<file path="config.mk">
export PLATFORM = sky130hd
export DESIGN_NAME = ysyx_22051013_fetch_redirect_ctrl
export DESIGN_NICKNAME = d
export VERILOG_FILES = /design/src/rtl/ysyx_22051013_fetch_redirect_ctrl_pkg.sv /design/src/rtl/ysyx_22051013_pred_fifo.sv /design/src/rtl/ysyx_22051013_fetch_redirect_ctrl.sv
export SDC_FILE = /design/constraint.sdc
export NUM_CORES = 1
export LEC_CHECK = 0
export BUFFER_PORTS_ARGS = -buffer_cell sky130_fd_sc_hd__clkbuf_2
export CAP_MARGIN = 20
export CORE_UTILIZATION = 48
export DETAILED_ROUTE_END_ITERATION = 10
export PLACE_DENSITY = 0.84
export SYNTH_ARGS = -nofsm -noshare
export SYNTH_HDL_FRONTEND = slang
export SYNTH_SLANG_ARGS = --single-unit
</file>
<file path="constraint.sdc">
create_clock -name clk -period 5.5 [get_ports clk]
set_input_delay 1.1 -clock clk [delete_from_list [all_inputs] [get_ports clk]]
set_output_delay 1.1 -clock clk [all_outputs]
set_load 0.02 [all_outputs]
</file>
<file path="src/rtl/ysyx_22051013_fetch_redirect_ctrl_pkg.sv">
// Shared widths, reset PC, FSM encoding and prediction-queue entry layout
// for the fetch redirect controller.
package ysyx_22051013_fetch_redirect_ctrl_pkg;

  localparam int unsigned PC_W    = 64;
  localparam int unsigned DATA_W  = 32;
  localparam int unsigned ENTRY_W = PC_W + 1;

  localparam logic [PC_W-1:0] DEFAULT_RESET_PC = 64'h0000_0000_8000_0000;

  typedef enum logic {
    ST_RUN   = 1'b0,
    ST_FLUSH = 1'b1
  } state_t;

  typedef struct packed {
    logic [PC_W-1:0] pred_next;
    logic            pred_taken;
  } pred_entry_t;

endpackage

</file>
<file path="src/rtl/ysyx_22051013_pred_fifo.sv">
// Synchronous FIFO of in-flight predictions; clear has priority over push/pop,
// and a pop frees a slot for a push in the same cycle when full.
module ysyx_22051013_pred_fifo
  import ysyx_22051013_fetch_redirect_ctrl_pkg::*;
#(
  parameter int unsigned DEPTH = 4
) (
  input  logic        clk,
  input  logic        rst,
  input  logic        clear,
  input  logic        push,
  input  logic        pop,
  input  pred_entry_t wdata,
  output pred_entry_t rdata,
  output logic        full,
  output logic        empty
);

  localparam int unsigned AW = $clog2(DEPTH);

  pred_entry_t      mem [DEPTH];
  logic [AW:0]      wptr_q;
  logic [AW:0]      rptr_q;
  logic             do_push;
  logic             do_pop;

  assign empty   = (wptr_q == rptr_q);
  assign full    = (wptr_q[AW] != rptr_q[AW]) && (wptr_q[AW-1:0] == rptr_q[AW-1:0]);
  assign do_pop  = pop && !empty;
  assign do_push = push && (!full || do_pop);
  assign rdata   = mem[rptr_q[AW-1:0]];

  always_ff @(posedge clk) begin
    if (do_push) begin
      mem[wptr_q[AW-1:0]] <= wdata;
    end
  end

  always_ff @(posedge clk) begin
    if (rst || clear) begin
      wptr_q <= '0;
      rptr_q <= '0;
    end else begin
      if (do_push) wptr_q <= wptr_q + (AW+1)'(1);
      if (do_pop)  rptr_q <= rptr_q + (AW+1)'(1);
    end
  end

endmodule

</file>
<file path="src/rtl/ysyx_22051013_fetch_redirect_ctrl.sv">
// Fetch PC sequencer: follows predictor targets, checks them at resolve time
// and redirects with a fixed drain window on a misprediction.
module ysyx_22051013_fetch_redirect_ctrl
  import ysyx_22051013_fetch_redirect_ctrl_pkg::*;
#(
  parameter logic [PC_W-1:0] RESET_PC     = DEFAULT_RESET_PC,
  parameter int unsigned     DEPTH        = 4,
  parameter int unsigned     FLUSH_CYCLES = 2
) (
  input  logic              clk,
  input  logic              rst,
  output logic [PC_W-1:0]   fetch_pc_o,
  output logic              fetch_valid_o,
  input  logic              fetch_ready_i,
  input  logic [PC_W-1:0]   bpu_pc_i,
  input  logic              bpu_jump_i,
  input  logic              res_valid_i,
  input  logic [PC_W-1:0]   res_next_pc_i,
  output logic              flush_o,
  output logic              queue_full_o,
  output logic [DATA_W-1:0] res_cnt_o,
  output logic [DATA_W-1:0] mispred_cnt_o,
  output logic [DATA_W-1:0] taken_cnt_o,
  output logic              err_o
);

  localparam int unsigned FC_W = (FLUSH_CYCLES > 1) ? $clog2(FLUSH_CYCLES) : 1;

  state_t          state_q;
  state_t          state_d;
  logic [FC_W-1:0] fcnt_q;
  logic [FC_W-1:0] fcnt_d;

  pred_entry_t     head;
  pred_entry_t     push_entry;
  logic            q_full;
  logic            q_empty;
  logic            fire;
  logic            resolve;
  logic            mispredict;

  assign fetch_valid_o = (state_q == ST_RUN) && !q_full;
  assign queue_full_o  = q_full;
  assign fire          = fetch_valid_o && fetch_ready_i;
  assign resolve       = res_valid_i && !q_empty;
  assign mispredict    = resolve && (res_next_pc_i != head.pred_next);
  assign push_entry    = '{pred_next: bpu_pc_i, pred_taken: bpu_jump_i};

  ysyx_22051013_pred_fifo #(
    .DEPTH (DEPTH)
  ) u_pred_fifo (
    .clk   (clk),
    .rst   (rst),
    .clear (mispredict),
    .push  (fire && !mispredict),
    .pop   (resolve),
    .wdata (push_entry),
    .rdata (head),
    .full  (q_full),
    .empty (q_empty)
  );

  always_ff @(posedge clk) begin
    if (rst) begin
      state_q <= ST_RUN;
      fcnt_q  <= '0;
    end else begin
      state_q <= state_d;
      fcnt_q  <= fcnt_d;
    end
  end

  // Redirect opens a FLUSH_CYCLES-long window in which fetch is held off.
  always_comb begin
    state_d = state_q;
    fcnt_d  = fcnt_q;
    case (state_q)
      ST_RUN: begin
        if (mispredict) begin
          state_d = ST_FLUSH;
          fcnt_d  = FC_W'(FLUSH_CYCLES - 1);
        end
      end
      ST_FLUSH: begin
        if (fcnt_q == '0) begin
          state_d = ST_RUN;
        end else begin
          fcnt_d = fcnt_q - FC_W'(1);
        end
      end
      default: state_d = ST_RUN;
    endcase
  end

  // Redirect wins over a same-cycle fire; the discarded push never reaches the queue.
  always_ff @(posedge clk) begin
    if (rst) begin
      fetch_pc_o    <= RESET_PC;
      flush_o       <= 1'b0;
      res_cnt_o     <= '0;
      mispred_cnt_o <= '0;
      taken_cnt_o   <= '0;
      err_o         <= 1'b0;
    end else begin
      flush_o <= mispredict;
      if (mispredict) begin
        fetch_pc_o <= res_next_pc_i;
      end else if (fire) begin
        fetch_pc_o <= bpu_pc_i;
      end
      if (resolve) begin
        res_cnt_o   <= res_cnt_o + DATA_W'(1);
        taken_cnt_o <= taken_cnt_o + DATA_W'(head.pred_taken);
      end
      if (mispredict) begin
        mispred_cnt_o <= mispred_cnt_o + DATA_W'(1);
      end
      if (res_valid_i && q_empty) begin
        err_o <= 1'b1;
      end
    end
  end

endmodule

</file>
==> flow_summary.ini <==
[placed_design]
hpwlAfterDp_um = 30320
io_buffers = 296
post-place-ws_ns = 0.8797
dp.cells = 2016
place_congestion = 0.8537
dpl_cell_area_um2 = 19840

[grt]
grt_overflow_total = 0
grt_first_pass_wirelength_um = 69780
track_usage = 0.2373
antenna_found_initial = 1
grt_max_degree = 129
grt_pass1_vias = 12006

[timing]
final.setup.worst_slack_ns = 0.8553
fin_tns_setup_ns = 0
maxSlewHeadroom = 0.3136
rsz0062_at_grt = false
final_hold_viol_count = 0
worst_pin_slew_ns = 1.030
fin_crit_sh = 0.8445
fmax_ghz = 0.2153
setup_viol = 0
drv_slew = 0
finClkSkew_ns = 0.02707
fin_crit_ns = 4.645

[synth]
synth.largest_area_cell = edfxtp_1
ys.flop_type = edfxtp_1
synth_top_cell_area_share = 0.4345
synth_nets = 1459
syn_area_um2 = 17970
syn_avg_cell_area_um2 = 13.64
yosys_warnings = 0
syn-instance-count = 1317
ys_types = 42
yosysSeqAreaShare = 0.6261
synth_edf_count = 260
async_flop_share = 0
synth_area_leaders = edfxtp_1, dfxtp_1, mux4_2, xnor2_1, mux2i_1
ys_seq_elements = 432

[clocking]
clkLatencyLatePin_ns = 0.58
root_buffer = clkbuf_16
cts_tree = yes
ctsLongestPathBuffers = 3
htreeDepth = 2
clk_pin_slew_ns = 0.06
ctsResizeCount = 0
post_cts_buffers = 0
cts.sinks = 432
numCtsBuffers = 44
hold_buffers = 0

[die]
fp.dieH_um = 195.5
initial_core_util = 0.4897
coreArea_um2 = 36700
die-area_um2 = 38210
io_pins = 297
rows = 70
die_w_um = 195.5

[power_and_ir_drop]
p_sw_frac = 0.2426
p_switching_w = 0.001876
ir_worst_vdd_uv = 300.4
power_leakage_nw = 7.621
p_int_w = 0.005857
share_comb_of_total_power = 0.104
clock_power_share = 0.415
powerDensity_nw_per_um2 = 360.8
p_seq_frac = 0.481

[detailed_routing]
initialDrtViolationCount = 801
drtAntennaViolNets = 0
via_count = 12359
wirelength_um = 45810
wire_per_inst_um = 21.85
viasPerCell = 5.894
first_pass_iters = 7
drcViolationCount = 0

[final_layout]
final_cells = 2097
seq_area_um2 = 11260
syn_to_final_growth_pct = 19.29
final_cell_mix = clkbuf_2, edfxtp_1, dfxtp_1
fin_nets = 1736
final_common_cell = clkbuf_2
drive_gt1_frac = 0.2891
antenna_cells = 0
fill_cells = 2814
post-route-util = 0.5841
final_area_um2 = 21440
multi_input_area_um2 = 6301

[hold_path]
hold_path.class = flop to flop

[setup_path]
worstPathBufferInverterCount = 2
worstSetupPathType = flop to flop
cp-start-kind = flop
end_kind = flop
cp_max_fo = 65
worst_ep_required_time_ns = 5.68
cp_top_family = simple AND/OR/NAND/NOR gates
crit_path_cell_trace = buf_4, mux4_2, xnor2_1, nand4_1, nor4_1, nand4_1, buf_4, nand2_4, and3_4
worstPathArrival_ns = 4.83
slowest_delay_ns = 0.94
cp_slowest_cell = and3_4

[run_status]
status = complete, no violations

[job]
drv_cap = 0
[synthesized netlist by cell type, drive strengths merged, types with 16 or more instances]
cell type	instances
a211oi	64
a21oi	42
and3	17
buf	31
clkbuf	51
dfxtp	172
edfxtp	260
mux2i	64
mux4	65
nand2	49
nand3	33
nand4	40
nor2	81
nor3	80
o31ai	17
or3	20
or4	16
xnor2	90
xor2	33
[final timing paths]
check,cells after the start,to,slack [ns],start
worst max-delay path,9,u_pred_fifo.mem[0][2],0.86,flop
worst min-delay path,2,taken_cnt_o[0],0.49,taken_cnt_o[0]
worst max register to register,9,u_pred_fifo.mem[0][2],0.86,flop
worst min register to register,2,taken_cnt_o[0],0.49,taken_cnt_o[0]
[state kept, by name, indices dropped and copies added, names as in the netlist, 3 cells and up, named ones only]
register            count
res_cnt_o              32
taken_cnt_o            32
u_pred_fifo.wptr_q      3
mispred_cnt_o          32
u_pred_fifo.rptr_q      3
fetch_pc_o             64
u_pred_fifo.mem       260
[final cells by class]
type,instances,share of cell area
clock buffers,67,0.06380
inverters,15,0.002627
multi-input cells,788,0.2940
repair buffers,313,0.07641
flip-flops and latches,432,0.5252
well taps,468,0.02732
clock inverters,14,0.01068
[worst reg2reg max path, cell delays in order, from the launching register on]
cell and delay [ns]:
dfxtp_4 0.74, buf_4 0.31, mux4_2 0.35, xnor2_1 0.30
nand4_1 0.18, nor4_1 0.61, nand4_1 0.26, buf_4 0.26
nand2_4 0.28, and3_4 0.95
[routing by layer]
| metal | share of wire | global-route usage |
|---|---|---|
| met5 | 0.00017 | 0 |
| met3 | 0.086 | 0.05130 |
| met2 | 0.48 | 0.3864 |
| met4 | 0.027 | 0.07874 |
| met1 | 0.40 | 0.3163 |
[power by group through the flow]
stage          Clock [W]  Combinational (W)  Sequential [W]
4_1_cts          0.00325           0.000808         0.00372
6_report         0.00321           0.000806         0.00372
3_3_place_gp           0           0.000776         0.00377
3_5_place_dp           0           0.000797         0.00378
5_1_grt          0.00338           0.000859         0.00374
2_1_floorplan          0           0.000408         0.00385
[metrics by stage]
step	hold slack, ns	power, W
CTS	0.4806	0.007776
global route	0.4980	0.007971
global placement	0.4531	0.004547
floorplan	0.4459	0.004261
finish	0.4852	0.007733
detailed placement	0.4725	0.004580
[logic make-up after synthesis]
family / Yosys count / synth area share
adder cells (fa/ha/maj): 9 / 0.006267
AO/OA/AOI/OAI: 150 / 0.05535
XOR/XNOR: 123 / 0.05995
AND/OR/NAND/NOR: 372 / 0.1059
flip-flops: 432 / 0.6261
multiplexers: 134 / 0.1202
buffers and inverters: 97 / 0.02618
No activity file was read; power rests on OpenSTA's default activity.
